--- src/rtl/acc_bcd_display_if.sv ---
// Display-side bus for acc_bcd_display: accumulator strobe in, registered digits and status out.
// The master side drives the strobe; the slave side is the converter.
interface acc_bcd_display_if;
  logic [7:0] acc_value;
  logic       acc_valid;
  logic [6:0] seg1;
  logic [6:0] seg2;
  logic [6:0] seg3;
  logic       neg;
  logic       busy;
  logic       done;

  modport master (
    output acc_value, acc_valid,
    input  seg1, seg2, seg3, neg, busy, done
  );

  modport slave (
    input  acc_value, acc_valid,
    output seg1, seg2, seg3, neg, busy, done
  );
endinterface

--- src/rtl/acc_bcd_display.sv ---
// Sequential double-dabble binary-to-BCD converter with registered active-low 7-segment digits.
// Optional build macro BCD_BLANK_EN blanks leading zeros on the hundreds and tens digits.
module acc_bcd_display #(
  parameter bit SIGNED_MODE = 1'b0
) (
  input logic              clk,
  input logic              rst_n,
  acc_bcd_display_if.slave bus
);

  localparam logic [6:0] SegBlank = 7'h7F;

  typedef enum logic [1:0] {
    StIdle,
    StShift,
    StUpdate
  } state_e;

  state_e     state_q, state_d;
  logic [7:0] opnd_q, opnd_d;
  logic [11:0] bcd_q, bcd_d;
  logic [2:0] cnt_q, cnt_d;
  logic       sign_q, sign_d;
  logic [7:0] pend_val_q, pend_val_d;
  logic       pend_q, pend_d;
  logic [6:0] seg1_q, seg1_d;
  logic [6:0] seg2_q, seg2_d;
  logic [6:0] seg3_q, seg3_d;
  logic       neg_q, neg_d;
  logic       busy_q, busy_d;
  logic       done_q, done_d;

  function automatic logic [6:0] seg_encode(input logic [3:0] digit);
    logic [6:0] seg;
    case (digit)
      4'd0:    seg = 7'h40;
      4'd1:    seg = 7'h79;
      4'd2:    seg = 7'h24;
      4'd3:    seg = 7'h30;
      4'd4:    seg = 7'h19;
      4'd5:    seg = 7'h12;
      4'd6:    seg = 7'h02;
      4'd7:    seg = 7'h78;
      4'd8:    seg = 7'h00;
      4'd9:    seg = 7'h10;
      default: seg = SegBlank;
    endcase
    return seg;
  endfunction

  // 8-bit negation maps -128 onto 8'h80, which reads correctly as unsigned 128.
  function automatic logic [7:0] magnitude(input logic [7:0] value);
    if (SIGNED_MODE && value[7]) begin
      return 8'(~value + 8'd1);
    end
    return value;
  endfunction

  function automatic logic [3:0] nibble_adjust(input logic [3:0] nib);
    return (nib >= 4'd5) ? 4'(nib + 4'd3) : nib;
  endfunction

  always_comb begin
    state_d    = state_q;
    opnd_d     = opnd_q;
    bcd_d      = bcd_q;
    cnt_d      = cnt_q;
    sign_d     = sign_q;
    pend_val_d = pend_val_q;
    pend_d     = pend_q;
    seg1_d     = seg1_q;
    seg2_d     = seg2_q;
    seg3_d     = seg3_q;
    neg_d      = neg_q;
    done_d     = 1'b0;

    unique case (state_q)
      StIdle: begin
        if (bus.acc_valid) begin
          opnd_d  = magnitude(bus.acc_value);
          sign_d  = SIGNED_MODE && bus.acc_value[7];
          bcd_d   = '0;
          cnt_d   = '0;
          state_d = StShift;
        end
      end

      StShift: begin
        if (bus.acc_valid) begin
          pend_val_d = bus.acc_value;
          pend_d     = 1'b1;
        end
        // Adjust every nibble first, then shift the whole {bcd, operand} word left by one.
        bcd_d  = 12'({nibble_adjust(bcd_q[11:8]), nibble_adjust(bcd_q[7:4]),
                      nibble_adjust(bcd_q[3:0]), opnd_q[7]});
        opnd_d = {opnd_q[6:0], 1'b0};
        cnt_d  = cnt_q + 3'd1;
        if (cnt_q == 3'd7) begin
          state_d = StUpdate;
        end
      end

      StUpdate: begin
`ifdef BCD_BLANK_EN
        seg1_d = (bcd_q[11:8] == 4'd0) ? SegBlank : seg_encode(bcd_q[11:8]);
        seg2_d = (bcd_q[11:4] == 8'd0) ? SegBlank : seg_encode(bcd_q[7:4]);
`else
        seg1_d = seg_encode(bcd_q[11:8]);
        seg2_d = seg_encode(bcd_q[7:4]);
`endif
        seg3_d = seg_encode(bcd_q[3:0]);
        neg_d  = SIGNED_MODE && sign_q;
        done_d = 1'b1;

        // A live strobe beats the queued value; either way the queue is emptied.
        if (bus.acc_valid || pend_q) begin
          opnd_d  = magnitude(bus.acc_valid ? bus.acc_value : pend_val_q);
          sign_d  = SIGNED_MODE && (bus.acc_valid ? bus.acc_value[7] : pend_val_q[7]);
          bcd_d   = '0;
          cnt_d   = '0;
          pend_d  = 1'b0;
          state_d = StShift;
        end else begin
          state_d = StIdle;
        end
      end

      default: begin
        state_d = StIdle;
      end
    endcase

    busy_d = (state_d != StIdle);
  end

  always_ff @(posedge clk or negedge rst_n) begin
    if (!rst_n) begin
      state_q    <= StIdle;
      opnd_q     <= '0;
      bcd_q      <= '0;
      cnt_q      <= '0;
      sign_q     <= 1'b0;
      pend_val_q <= '0;
      pend_q     <= 1'b0;
      seg1_q     <= SegBlank;
      seg2_q     <= SegBlank;
      seg3_q     <= SegBlank;
      neg_q      <= 1'b0;
      busy_q     <= 1'b0;
      done_q     <= 1'b0;
    end else begin
      state_q    <= state_d;
      opnd_q     <= opnd_d;
      bcd_q      <= bcd_d;
      cnt_q      <= cnt_d;
      sign_q     <= sign_d;
      pend_val_q <= pend_val_d;
      pend_q     <= pend_d;
      seg1_q     <= seg1_d;
      seg2_q     <= seg2_d;
      seg3_q     <= seg3_d;
      neg_q      <= neg_d;
      busy_q     <= busy_d;
      done_q     <= done_d;
    end
  end

  assign bus.seg1 = seg1_q;
  assign bus.seg2 = seg2_q;
  assign bus.seg3 = seg3_q;
  assign bus.neg  = neg_q;
  assign bus.busy = busy_q;
  assign bus.done = done_q;

endmodule

--- src/flat_wrapper.sv ---
// flat-port wrapper written by rule: the top's interface ports become plain ports
module acc_bcd_display_flat 
#(
  parameter bit SIGNED_MODE = 1'b0
)
  (clk, rst_n, bus_acc_value, bus_acc_valid, bus_seg1, bus_seg2, bus_seg3, bus_neg, bus_busy, bus_done);
  acc_bcd_display_if bus_i ();
  input logic clk;
  input logic rst_n;
  input wire logic [$bits(bus_i.acc_value)-1:0] bus_acc_value;
  input wire logic [$bits(bus_i.acc_valid)-1:0] bus_acc_valid;
  output wire logic [$bits(bus_i.seg1)-1:0] bus_seg1;
  output wire logic [$bits(bus_i.seg2)-1:0] bus_seg2;
  output wire logic [$bits(bus_i.seg3)-1:0] bus_seg3;
  output wire logic [$bits(bus_i.neg)-1:0] bus_neg;
  output wire logic [$bits(bus_i.busy)-1:0] bus_busy;
  output wire logic [$bits(bus_i.done)-1:0] bus_done;
  assign bus_i.acc_value = bus_acc_value;
  assign bus_i.acc_valid = bus_acc_valid;
  assign bus_seg1 = bus_i.seg1;
  assign bus_seg2 = bus_i.seg2;
  assign bus_seg3 = bus_i.seg3;
  assign bus_neg = bus_i.neg;
  assign bus_busy = bus_i.busy;
  assign bus_done = bus_i.done;
  acc_bcd_display #(.SIGNED_MODE(SIGNED_MODE)) u_core (.clk(clk), .rst_n(rst_n), .bus(bus_i));
endmodule
--- config.mk ---
export PLATFORM = sky130hd
export DESIGN_NAME = acc_bcd_display_flat
export DESIGN_NICKNAME = d
export VERILOG_FILES = /design/src/rtl/acc_bcd_display_if.sv /design/src/rtl/acc_bcd_display.sv /design/src/flat_wrapper.sv
export SDC_FILE = /design/constraint.sdc
export NUM_CORES = 1
export LEC_CHECK = 0
export ABC_AREA = 1
export CAP_MARGIN = 10
export CELL_PAD_IN_SITES_DETAIL_PLACEMENT = 0
export CELL_PAD_IN_SITES_GLOBAL_PLACEMENT = 1
export CORE_UTILIZATION = 45
export CTS_BUF_LIST = sky130_fd_sc_hd__clkbuf_16
export DETAILED_ROUTE_END_ITERATION = 8
export HOLD_SLACK_MARGIN = 0.03
export PLACE_DENSITY = 0.95
export SLEW_MARGIN = 20
export SYNTH_ARGS = -nofsm -noshare
export SYNTH_HDL_FRONTEND = slang
export SYNTH_SLANG_ARGS = --single-unit
--- constraint.sdc ---
create_clock -name clk -period 2.95 [get_ports clk]
set_clock_uncertainty 0.1 [all_clocks]
set_input_delay 0.7375 -clock clk [delete_from_list [all_inputs] [get_ports clk]]
set_output_delay 0.7375 -clock clk [all_outputs]
set_load 0.005 [all_outputs]
**Yosys cells after proc, flatten, opt, wreduce, memory -nomap -nowiden**

Memory sizes are Yosys's and may differ from the RTL's. A register that Yosys moved wholly into a read port is not among the register bits.
Index checks and enable logic that the tools add are counted.

- Register bits: 36
- Memory bits (read-only): 336
- Input port bits: 11
- Output and inout bits: 24
- Logic and storage cells: 55
- Memories kept: 3

Memories:

| memory | words | width | read ports | clocked after memory_dff | write ports | line | RTL |
|---|---|---|---|---|---|---|---|
| (no name shown) | 16 | 7 | 1 | 1 | 0 | acc_bcd_display.sv:35 | `case (digit)` |
| (no name shown) | 16 | 7 | 1 | 1 | 0 | acc_bcd_display.sv:35 |  |
| (no name shown) | 16 | 7 | 1 | 1 | 0 | acc_bcd_display.sv:35 |  |

- Add/subtract/negate cells: 4
- Order comparisons: 3
- Eq/ne operators: 6
- Muxes and demuxes: 21
- Reductions and logical operators: 10

Operators with widths:

| operator | count |
|---|---|
| $pmux W12 S3 | 1 |
| $mux W12 | 2 |
| $mux W8 | 3 |
| $pmux W8 S3 | 1 |
| $ge A4 B3 Y1 const B | 3 |
| $mux W3 | 3 |
| $pmux W3 S3 | 1 |
| $add A4 B2 Y4 const B | 2 |
| $mux W4 | 2 |
| $pmux W2 S3 | 1 |
| $reduce_and A3 Y1 | 2 |
| $mux W1 | 4 |
| $mux W2 | 2 |
| $ne A2 B2 Y1 const B | 2 |
| $reduce_bool A2 Y1 | 2 |
| $add A3 B1 Y3 const B | 1 |
| $add A3 B2 Y3 const B | 1 |
| $eq A3 B3 Y1 const B | 1 |
| $logic_not A1 Y1 | 3 |
| $reduce_bool A3 Y1 | 1 |
| $eq A2 B1 Y1 const B | 1 |
| $eq A2 B2 Y1 const B | 1 |
| $logic_not A2 Y1 | 1 |
| $ne A2 B1 Y1 const B | 1 |
| other kinds (2) | 2 |

**Depth between registers and ports, before layout**

- Word-level depth: 4
- Gate-level depth with buffers: 9
- Mapped depth without buffers: 9

**Worst setup path before layout**

OpenSTA, ideal clock, no wires.

- Path kind: input to register
- From: input port bus_acc_valid
- To: register u_core.bcd_q[10]
- Setup time: 0.117 ns
- Arrival: 1.349 ns
- Data required time: 2.733 ns
- Path slack: 1.384 ns
- Cell stages on the path: 7
- Buffers on the path: 1
- Path through: buf_6 > nor2_2 > nor2_4 > nand3_4 > clkinv_2 > nand2_1 > nand2_1

- Word-level cells in the longest chain between the ends: 3
- Elaborated cells on any way between the ends: 4
- Those cells by class: 2 x eq/ne; 2 x reduce/logical

RTL lines:

| element | line | RTL |
|---|---|---|
| start: declaration | flat_wrapper.sv:11 | `input wire logic [$bits(bus_i.acc_valid)-1:0] bus_acc_valid;` |
| $logic_or A1 B1 Y1 | acc_bcd_display.sv:116 | `if (bus.acc_valid \|\| pend_q) begin` |
| $ne A2 B1 Y1 (no line) | - |  |
| $reduce_and A3 Y1 (no line) * | - |  |
| end signal: assignment | acc_bcd_display.sv:140 | `bcd_q <= '0;` |
| end signal: assignment | acc_bcd_display.sv:154 | `bcd_q <= bcd_d;` |
| end: declaration | acc_bcd_display.sv:21 | `logic [11:0] bcd_q, bcd_d;` |

Every way passes the cells marked *; elsewhere a longest branch is shown, timed or not.
A chain may end at the register's enable or synchronous reset.

**Worst setup path after layout**

- From: register u_core.seg3_q[6] (netlist: u_core.bus.seg3[6])
- To: output port bus_seg3[6]

RTL lines:

| element | line | RTL |
|---|---|---|
| start: declaration | acc_bcd_display.sv:28 | `logic [6:0] seg3_q, seg3_d;` |
| end: declaration | flat_wrapper.sv:14 | `output wire logic [$bits(bus_i.seg3)-1:0] bus_seg3;` |

No word-level cell between the ends.

==> flow_metrics.tcl <==
set metrics [dict create \
    clockBufferDepth 2 \
    status "finished clean" \
    drtAntennaViolNets 0 \
    critical_path.top_delay_family "flip-flops" \
    ir_drop_v 0.000446 \
    synth_top_cell_by_area "dfrtp_1" \
    tightest_slew_ps 526 \
    synth_edf_count 0 \
    critPathLaunchType "register" \
    clockPowerShare 0.266 \
    rows 30 \
    path_clk_slew_ps 50 \
    async_flop_share 1.00 \
    rr_endpoint "u_core.bcd_q[4]$_DFFE_PN0P_" \
    drive_above_1_share 0.110 \
    yosysSeqAreaShare 0.444 \
    io_buffer_count 33 \
    critPathArrivalTime_ps 1340 \
    track_usage 0.194 \
    grt_pass1_vias 2567 \
    reg2reg_from "u_core.state_q[0]$_DFF_PN0_" \
    die_h_um 87.3 \
    vias_per_cell 4.87 \
    yosysTopAreaCellShare 0.275 \
    fmax_ghz 0.460 \
    grt_max_degree 38 \
    area_delta_synth_final_pct 20.2 \
    ys_top_cells_by_area "dfrtp_1 (28%), dfstp_2 (17%), nand2_1 (17%)" \
    wl_per_cell_um 11.5 \
    n_antenna_cell 0 \
    path_cells "clkdlybuf4s50_1" \
    p_per_area_nw_per_um2 917 \
    stdcell_count 559 \
    cts-root-buf "clkbuf_16" \
    cp_max_fo 2 \
    htreeDepth 3 \
    dieWidth_um 87.3 \
    finalPower_mw 3.61 \
    critPathSlowestCell "dfstp_2" \
    rr_worst_depth 7 \
    slowest_delay_ps 530 \
    routed_wl_mm 6.40 \
    drv_cap 0 \
    final_util 0.570 \
    ys_ff_latch 57 \
    grt-ovfl-total 0 \
    synth.avg_cell_area_sq_um 7.72 \
    maxSlewViolCount 0 \
    grt_pass1_wl_mm 11.5 \
    pwr-share-seq 0.370 \
    fin_crit_ps 2170 \
    dp_hpwl_mm 4.58 \
    netlist_instances 424 \
    yosysMostFrequentCell "nand2_1" \
    core_sq_um 6910 \
    vias 2723 \
    min_period_over_period 0.737 \
    reg2reg_slack_ps 910 \
    min_path_type "in2async" \
    clock-sinks 57 \
    p_leak_nw 1.94 \
    drt-initial-drc-count 188 \
    post_cts_resize_count 0 \
    setup-tns-final_ps 0 \
    drc 0 \
    finalHoldViolCount 0 \
    start_util 0.474 \
    worst_ep_required_time_ps 2110 \
    synth_nets 457 \
    cts_tree "built" \
    cts_buffers 9 \
    crit_buf_inv 1 \
    fin_nets 491 \
    rsz0062_at_grt "no" \
    synth_ff_type "dfrtp_1" \
    insertion_delay_ps 320 \
    p_comb_frac 0.364 \
    critPathKind "reg2out" \
    netlist_top_cells_count "nand2_1 (144), inv_1 (46), nor2_1 (39)" \
    crit_path_end_kind "primary output" \
    die_area_sq_um 7620 \
    grt_antenna_before_repair 0 \
    switchingPower_mw 1.27 \
    first_pass_iters 4 \
    setup_viol 0 \
    synth_area_sq_um 3270 \
    whs_ps 293 \
    internal_power_mw 2.34 \
    yosys_warnings 0 \
    gp_congestion 0.818 \
    slew_headroom 0.649 \
    dp.cells 543 \
    ys_types 26 \
    ctsHoldBuffers 0 \
    swShare 0.352 \
    io_pins 35 \
    cts_setup_buffers 0 \
]
==> registers in the layout (all words and copies together), names as in the netlist <==
register	flops
u_core.state_q	2
u_core.pend_val_q	8
u_core.bus.busy	1
u_core.bus.seg2	7
u_core.bcd_q	12
u_core.pend_q	1
u_core.opnd_q	8
u_core.bus.seg3	7
u_core.bus.seg1	7
u_core.cnt_q	3
u_core.bus.done	1
==> power by group through the flow <==
stage | logic (mW) | registers (mW) | clock network, mW
floorplan | 0.934 | 1.30 | 0
global placement | 1.29 | 1.34 | 0
detailed placement | 1.33 | 1.34 | 0
CTS | 1.33 | 1.34 | 0.984
global route | 1.54 | 1.38 | 1.02
finish | 1.31 | 1.34 | 0.961
==> per-layer routing <==
layer  vias to the layer above  GRT usage  wire length [um]
met5                         -          0                 0
li1                       1407          -                 -
met3                        10     0.0284               233
met1                      1247      0.243              3010
met4                         0     0.0849                76
met2                        59      0.332              3080
==> area by class of cell <==
type / instances / area, sq um
inverters: 50 / 189
repair buffers: 36 / 360
fillers: 658 / 2970
well taps: 96 / 120
clock inverters: 7 / 53.8
multi-input cells: 304 / 1540
clock buffers: 9 / 225
flip-flops and latches: 57 / 1450
==> cells by family after synthesis <==
logic type               count (synthesis)  share of synthesized area
AND/OR/NAND/NOR                        216                      0.272
AO/OA/AOI/OAI                           65                      0.112
buffers and inverters                   63                     0.0875
flip-flops                              57                      0.444
adder cells (fa/ha/maj)                 22                     0.0841
other                                    1                    0.00115
==> stage by stage <==
step           instance area (sq um)  setup slack, ps
6_report                        3940              775
3_3_place_gp                    3660              684
2_1_floorplan                   3270             1380
5_1_grt                         3940              668
4_1_cts                         3940              763
3_5_place_dp                    3660              648
==> placed cells by master, fill, tap and decap left out, types with 20 or more instances in the layout <==
cell             Yosys  routed
dfrtp_1             36      36
nand2_1            144     144
nor2_1              39      39
inv_1               46      48
nand3_1             21      21
o21ai_0             28      28
clkdlybuf4s50_1      0      32
a21oi_1             20      20
dfstp_2             21      21
ha_1                22      22
==> how the worst max path moves through the flow <==
stage	start	to	slack, ps	depth (start not counted)
floorplan	bus_acc_valid	u_core.bcd_q[10]$_DFFE_PN0P_	1380	7
global placement	bus_acc_valid	u_core.pend_val_q[7]$_DFFE_PN0P_	680	5
detailed placement	bus_acc_valid	u_core.pend_val_q[1]$_DFFE_PN0P_	650	4
CTS	u_core.bus.seg1[2]$_DFFE_PN1N_	bus_seg1[2]	760	1
global route	u_core.state_q[0]$_DFF_PN0_	u_core.bcd_q[3]$_DFFE_PN0P_	670	7
finish	u_core.bus.seg3[6]$_DFFE_PN1N_	bus_seg3[6]	780	1
Power figures use the tool's default switching activity.
